**src/rtl/aes_cone_match_pipe.sv**
```systemverilog
// Two-stage pipelined pattern matcher feeding an AOI22 cone, with a
// runtime-loadable mask/pattern and a saturating hit counter.
module aes_cone_match_pipe #(
    parameter int               WIDTH     = 10,
    parameter int               CNT_W     = 8,
    parameter logic [WIDTH-1:0] RST_MASK  = '1,
    parameter logic [WIDTH-1:0] RST_VALUE = '0
) (
    input  logic             clk,
    input  logic             rst,
    input  logic             cfg_we,
    input  logic [WIDTH-1:0] cfg_mask,
    input  logic [WIDTH-1:0] cfg_value,
    input  logic             in_valid,
    output logic             in_ready,
    input  logic [WIDTH-1:0] in_data,
    input  logic             in_a,
    input  logic             in_b,
    output logic             out_valid,
    input  logic             out_ready,
    output logic             out_y,
    output logic             out_match,
    input  logic             clr_count,
    output logic [CNT_W-1:0] hit_count
);

    localparam logic [CNT_W-1:0] CNT_MAX = '1;

    logic [WIDTH-1:0] mask_q;
    logic [WIDTH-1:0] value_q;
    logic             match_c;
    logic             s1_valid;
    logic             s1_match;
    logic             s1_ab;
    logic             s1_load;
    logic             s2_load;
    logic             out_xfer;

    // Handshake: a transfer happens on a port only when valid and ready are both
    // high in the same cycle; in_ready never looks at in_valid.
    assign s2_load  = ~out_valid | out_ready;
    assign s1_load  = ~s1_valid | s2_load;
    assign in_ready = s1_load;
    assign out_xfer = out_valid & out_ready;

    // Masked-off bits always agree, so an all-zero mask matches everything.
    assign match_c = &(~mask_q | ~(in_data ^ value_q));

    always_ff @(posedge clk or posedge rst) begin
        if (rst) begin
            mask_q  <= RST_MASK;
            value_q <= RST_VALUE;
        end else if (cfg_we) begin
            mask_q  <= cfg_mask;
            value_q <= cfg_value;
        end
    end

    always_ff @(posedge clk or posedge rst) begin
        if (rst) begin
            s1_valid <= 1'b0;
            s1_match <= 1'b0;
            s1_ab    <= 1'b0;
        end else if (s1_load) begin
            s1_valid <= in_valid;
            if (in_valid) begin
                s1_match <= match_c;
                s1_ab    <= in_a & in_b;
            end
        end
    end

    always_ff @(posedge clk or posedge rst) begin
        if (rst) begin
            out_valid <= 1'b0;
            out_y     <= 1'b1;
            out_match <= 1'b0;
        end else if (s2_load) begin
            out_valid <= s1_valid;
            if (s1_valid) begin
                out_y     <= ~(s1_ab | s1_match);
                out_match <= s1_match;
            end
        end
    end

    // Clear has priority over a counting transfer in the same cycle.
    always_ff @(posedge clk or posedge rst) begin
        if (rst) begin
            hit_count <= '0;
        end else if (clr_count) begin
            hit_count <= '0;
        end else if (out_xfer && out_match && (hit_count != CNT_MAX)) begin
            hit_count <= hit_count + CNT_W'(1);
        end
    end

endmodule
```
**config.mk**
```make
export PLATFORM = sky130hd
export DESIGN_NAME = aes_cone_match_pipe
export DESIGN_NICKNAME = d
export VERILOG_FILES = /design/src/rtl/aes_cone_match_pipe.sv
export SDC_FILE = /design/constraint.sdc
export NUM_CORES = 1
export LEC_CHECK = 0
export CAP_MARGIN = 10
export CORE_ASPECT_RATIO = 1.75
export CORE_MARGIN = 8
export CORE_UTILIZATION = 45
export CTS_BUF_LIST = sky130_fd_sc_hd__clkbuf_8
export DETAILED_ROUTE_END_ITERATION = 6
export GPL_TIMING_DRIVEN = 1
export PLACE_DENSITY_LB_ADDON = 0.15
export SYNTH_ARGS = -nofsm -noshare
export SYNTH_HDL_FRONTEND = slang
export SYNTH_SLANG_ARGS = --single-unit
```
**constraint.sdc**
```tcl
create_clock -name clk -period 2.5 [get_ports clk]
set_clock_uncertainty 0.15 [all_clocks]
set_input_delay 0.75 -clock clk [delete_from_list [all_inputs] [get_ports clk]]
set_output_delay 0.75 -clock clk [all_outputs]
set_load 0.05 [all_outputs]
```
* Word-level counts from Yosys, hierarchy flattened
Cells that the tools add are included.
Storage, ports and cells: output and inout port bits 12, word-level logic and storage cells 31, register bits 34, input port bits 38
Cells by class: add/sub/neg operators 1, bitwise gates (word level) 12, equality and inequality tests 1, multiplexer cells 2, reduce and logical (&&, ||, !) cells 6
Operator list (number):
- $not A10 Y10 | 2
- $mux W8 | 2
- $or A10 B10 Y10 | 1
- $reduce_and A10 Y1 | 1
- $xor A10 B10 Y10 | 1
- $add A8 B1 Y8 const B | 1
- $ne A8 B8 Y1 const B | 1
- $reduce_and A2 Y1 | 2
- $not A1 Y1 | 3
- $or A1 B1 Y1 | 3
- $and A1 B1 Y1 | 2
- $logic_and A1 B1 Y1 | 2
- $reduce_bool A2 Y1 | 1

* Longest topological paths before layout
Gate-level depths: netlist of run 1.
depth after elaboration 5, mapped depth 5, mapped depth without buffers 5

* Worst setup path after synthesis of run 1
OpenSTA, ideal clock, no wires.
path kind input -> output, start in out_ready, end out in_ready, data arrival time 1239 ps, path buffers 0, stages on the path 1, slack 361 ps, cells stage by stage nand3b_1
On the way: longest elaborated chain between the ends 2
Ends and longest elaborated chain:
- start, declared | line 20 | input logic out_ready,
- $or A1 B1 Y1 | line 41 | assign s2_load = ~out_valid | out_ready;
- $or A1 B1 Y1 | line 42 | assign s1_load = ~s1_valid | s2_load;
- end, declared | line 15 | output logic in_ready,
Every way passes these cells.

* Final worst setup path of run 1
start reg hit_count[5], end out hit_count[5]
RTL lines:
- start, declared | line 24 | output logic [CNT_W-1:0] hit_count
- start signal, assigned | line 94 | hit_count <= hit_count + CNT_W'(1);
No word-level cell between the ends.

==> results of run 1 <==
-- worst min-delay path by stage --
stage,cells past startpoint,to,slack (ns),from
finish,1,out_y,0.28,s1_ab
global route,1,out_y,0.32,s1_ab
CTS,1,out_y,0.28,s1_ab
detailed placement,1,out_y,0.27,s1_ab
global placement,1,out_y,0.26,s1_ab
floorplan,1,out_y,0.25,s1_ab
-- kinds of logic (layout without fill, tap and decap cells) --
group | count (synthesis) | count (layout) | synth area share [%]
buffers and inverters | 4 | 62 | 1.128
muxes | 22 | 22 | 15.87
xor gates and xnor gates | 14 | 14 | 7.897
DFF | 34 | 34 | 55.68
adders and majority gates | 1 | 1 | 0.8057
AOI/OAI and AO/OA | 17 | 17 | 8.219
and+or+nand+nor | 28 | 28 | 10.40
-- where the power goes --
part,internal [µW],switching (µW),total [µW]
sequential,611,30.9,642
combinational,131,102,233
clock,218,185,403
-- state kept, by name, indices dropped and copies added, names as in the netlist --
name	cells
out_match	1
out_valid	1
s1_ab	1
mask_q	10
s1_valid	1
s1_match	1
hit_count	8
out_y	1
value_q	10
-- cells in the final DEF (no fill, tap or decap), types with 6 or more instances in the layout --
| cell type | instances |
|---|---|
| nor2_1 | 6 |
| mux2_2 | 21 |
| clkdlybuf4s50_1 | 42 |
| dfstp_2 | 11 |
| dfrtp_1 | 23 |
| buf_4 | 8 |
| xor2_1 | 14 |
| clkbuf_8 | 6 |
| nand2_1 | 8 |
-- stage by stage --
stage / power [µW] / cells / util, % / setup WS [ns] / hold WS, ns
after floorplan: 776.1 / 120 / - / 0.3613 / 0.2473
after global placement: 880.9 / 215 / 63.57 / 0.03097 / 0.2619
after detailed placement: 888.4 / 215 / 63.57 / 0.00001776 / 0.2688
after CTS: 1300 / 223 / 66.28 / 0.02171 / 0.2783
after global routing: 1350 / 223 / 66.35 / 0.02225 / 0.3191
final: 1278 / 223 / 66.35 / 0.07394 / 0.2756
-- per-layer routing --
layer	wire length [µm]	global-route usage (%)	vias to the layer above
met5	0	0	-
met4	100	8.417	0
met3	246	4.938	8
met2	1852	23.21	46
met1	1248	14.39	536
li1	-	-	545
-- final cells by class --
class,instances,share of cell area (%)
clock buffer,6,3.739
clock inverter,2,0.3966
inverter,1,0.1700
multi-input combinational,82,30.37
sequential,34,39.15
tap,45,2.550
timing repair buffer,53,23.63
==> run metrics, run 1 <==
CP endpoint hit_count[5]; Final Critical Period roughly 2.4 ns; DRC viols 0; Post-Syn Area ~1600 µm²; io pins 50; Most used DFF post-synth dfrtp_1; period utilization 97.04%; area grow syn2layout 42.22%; setup TNS 0 ns; Diodes inserted 0; Root Buffer clkbuf_8; asr flop ratio synth between 90% and 100%; beginning of the worst register-to-register path hit_count[0]; Worst Setup End Kind primary output; Post-Layout Inst Area 2208 µm²; later-pin clock latency in the skew report approximately 0.28 ns; Iter 0 DRT Violations 39; crit path from hit_count[5]; Post-CTS Setup Bufs 0; grt total ovfl 0; detailed-route via count 1,135; Worst path top cell family by delay buffers and inverters; most frequent cell after synthesis dfrtp_1; die extent in x between 60 and 70 µm; Crit Path Category reg -> out; Num CTS Buffers 5; total routed wirelength 3447 µm; first-pass iteration count of the detailed router 4; Die ar. roughly 5700 µm²; share of layout cells above drive strength 1 approximately 29%; Std-Cell Rows 28; Fillers ~260; Fmax achieved about 0.4 GHz; Distinct cells, synth 34; die height between 90 and 100 µm; crit-path cells clkdlybuf4s50_1; relative slew slack roughly two thirds; setup violators final 0; Worst path depth 1; multi-input logic area between 600 and 700 µm²; peak supply drop roughly 0.46 mV; Crit Path Max Fanout 5; GRT Resource Usage Total about 14%; Post-Syn Nets ~160; Hold Buf Count CTS 0; EDFF count, synth 0; DR WL/cell 15.46 µm; Antenna Nets Post-Route 0; Sequential Area 864.6 µm²; WP data required approximately 1.6 ns; Yosys top cell area share 37.07%; Worst EP arrival 1.53 ns; RSZ-0062 raised after global routing no; final hold vios 0; register-to-register setup slack ~0.73 ns; Slew Viols, Final 0; max incr delay on CP 0.83 ns; Avg Cell Area, Syn 12.94 µm²; Clock Pin Slew Worst Setup and Hold Paths approximately 0.070 ns; Via density around 5.1; # nets final roughly 220; GPL Wtd Cong between 0.8 and 0.9; register area share after synthesis 55.68%; initial antenna violation count 0; Synth Warn # 0; H-tree level count 2; Cells after Synth 120; max-cap check violation count 0; Reg2Reg Depth 5; number of global-route vias before repair between 1k and 1.5k; Pwr Density slightly below 600 nW/µm²; largest net degree at the start of global routing 35; clock buffer depth 2; first-pass GRT wire length 5871 µm; post-DP HPWL about 2700 µm; main area contributors after synthesis dfrtp_1, dfstp_2, mux2_2; Core Area 3328 µm²; port bufs 49; Yosys reg bits 34; Clock Sinks 34; cell taking the most area after synthesis dfrtp_1; leakage power around 0.00096 µW; status finished clean; Area after DPL 2116 µm²; Buf+Inv Stages, Crit Path 1; top cells by instance count after synthesis dfrtp_1, mux2_2, xor2_1; crit path launch type flip-flop; Starting Density 46.65%; number of cells upsized or downsized after cts 1; slew at the pin with the worst max-slew slack 0.5030 ns; r2r endpoint hit_count[1]; CTS tree yes; Slowest cell on crit path clkdlybuf4s50_1; HP Class reg -> reg
Note: power is estimated with default switching activity, not from simulation.
==> run 2, diff against run 1 <==
- CTS_BUF_LIST: sky130_fd_sc_hd__clkbuf_8 -> sky130_fd_sc_hd__clkbuf_4
- clock period: 2.5 -> 2.9 ns (I/O delays scaled with it)
==> run 2 against run 1 <==
Against the previous run: first-iteration DRC count down 59%; routed wire length down 2.9%; critical path depth up 2; die area unchanged; non-clock buffer count down 2; global-route usage down 0.66 points; sequential share of layout area up 0.79 points; final cell count down 0.90%; core utilization down 1.3 points; via count down 1.3%; sequential cell count unchanged; worst hold slack better by 0.0085 ns; critical endpoint is now in_ready; largest cell class unchanged; highest routed layer unchanged.
==> run metrics, run 2 (same netlist as run 1, synthesis figures left out) <==
first-pass iteration count of the detailed router 4; Core Area 3328 µm²; most common library cell in the layout ignoring fill and taps clkdlybuf4s50_1; GRT Resource Usage Total a little over an eighth; crit path from out_ready; largest net degree at the start of global routing 35; DRC viols 0; Slew Viols, Final 0; Post-CTS Setup Bufs 0; leakage power approximately 0.00090 µW; peak supply drop ~0.38 mV; total routed wirelength about 3300 µm; Iter 0 DRT Violations 16; GPL Wtd Cong slightly above 0.8; WP data required between 1.5 and 2 ns; M1 GR Usage between 10% and 20%; io pins 50; number of cells upsized or downsized after cts 0; placed cells 213; Starting Density 46.65%; grt peak-use layer met2; Min Hold Slack between 0.2 and 0.3 ns; Hold Buf Count CTS 0; initial antenna violation count 0; Pwr Density approximately 470 nW/µm²; Antenna Nets Post-Route 0; first-pass GRT wire length between 5000 and 6000 µm; max-cap check violation count 0; area grow syn2layout 39.40%; crit path launch type input port; beginning of the worst register-to-register path hit_count[0]; share of layout cells above drive strength 1 about a quarter; Clock Sinks 34; DR WL/cell approximately 15 µm; Worst EP arrival approximately 1.8 ns; leading cell types in the layout, fill and taps excluded clkdlybuf4s50_1, dfrtp_1, mux2_2; detailed-route via count about 1.1k; Std-Cell Rows 28; number of global-route vias before repair approximately 1.3k; port bufs slightly below 50; Crit Path Max Fanout 3; Hold Startpoint s1_ab; GRT met3 Usage under 10%; period utilization between 90% and 100%; clock buffer depth 2; post-DP HPWL about 2700 µm; slew at the pin with the worst max-slew slack around 0.5 ns; setup violators final 0; RSZ-0062 raised after global routing no; grt total ovfl 0; post-route insts no fill about 220; relative slew slack 65.61%; met2 GRT Util between 20% and 30%; die extent in x 60.41 µm; Via density slightly above 5; H-tree level count 2; Die ar. 5660 µm²; setup TNS 0 ns; CTS tree yes; Diodes inserted 0; final hold vios 0; Fillers about 270; Num CTS Buffers 5; Final Critical Period 2.785 ns; # nets final about 210; Crit Path Category in -> out; status finished clean; later-pin clock latency in the skew report between 0.3 and 0.4 ns; Root Buffer clkbuf_4; HP Class reg -> reg; Worst Setup End Kind primary output; die height 93.71 µm; Clock Pin Slew Worst Setup and Hold Paths about 0.11 ns; biggest regs mask_q x10, value_q x10, hit_count x8; Fmax achieved approximately 0.36 GHz
==> run 2: worst paths after layout <==
check                                to  slack (ns)  cells past startpoint
min reg2reg                       out_y        0.28                      1
max                            in_ready        0.11                      3
min in group asynchronous     out_valid        0.77                      3
max reg2reg                hit_count[1]        1.12                      5
max in group asynchronous     mask_q[0]        1.48                      3
min                               out_y        0.28                      1
==> run 2: per-stage QoR <==
stage	util [%]	area, µm²	power, µW	setup WS, ns
after floorplan	-	1553	669.1	0.5213
after global placement	63.42	2111	758.2	0.1404
after detailed placement	63.42	2111	764.9	0.1288
after CTS	65.04	2165	1026	0.1161
after global routing	65.04	2165	1062	0.07604
final	65.04	2165	1010	0.1149
==> run 2: final cells by class <==
class / count / area [µm²] / share of cell area, %
well taps: 45 / 56.30 / 2.601
repair buffers: 51 / 515.5 / 23.81
clock buffers: 6 / 45.04 / 2.081
multi-input cells: 82 / 670.6 / 30.98
clock inverters: 2 / 8.758 / 0.4046
inverters: 1 / 3.754 / 0.1734
flip-flops and latches: 34 / 864.6 / 39.94
==> run 2: metal layers <==
layer,share of wire [%],up-vias
met5,0,-
li1,-,538
met4,1.3,0
met3,7.2,4
met2,54,33
met1,37,545
==> run 2: critical path: stages <==
cell and delay [ns]:
clkdlybuf4s50_1 0.44, nand3b_1 0.26, buf_12 0.20
==> run 2: where the power goes <==
part           leakage [µW]  internal (µW)  switching [µW]
clock network     0.0000331            100             157
registers          0.000406            526            25.4
logic              0.000463            113            87.7
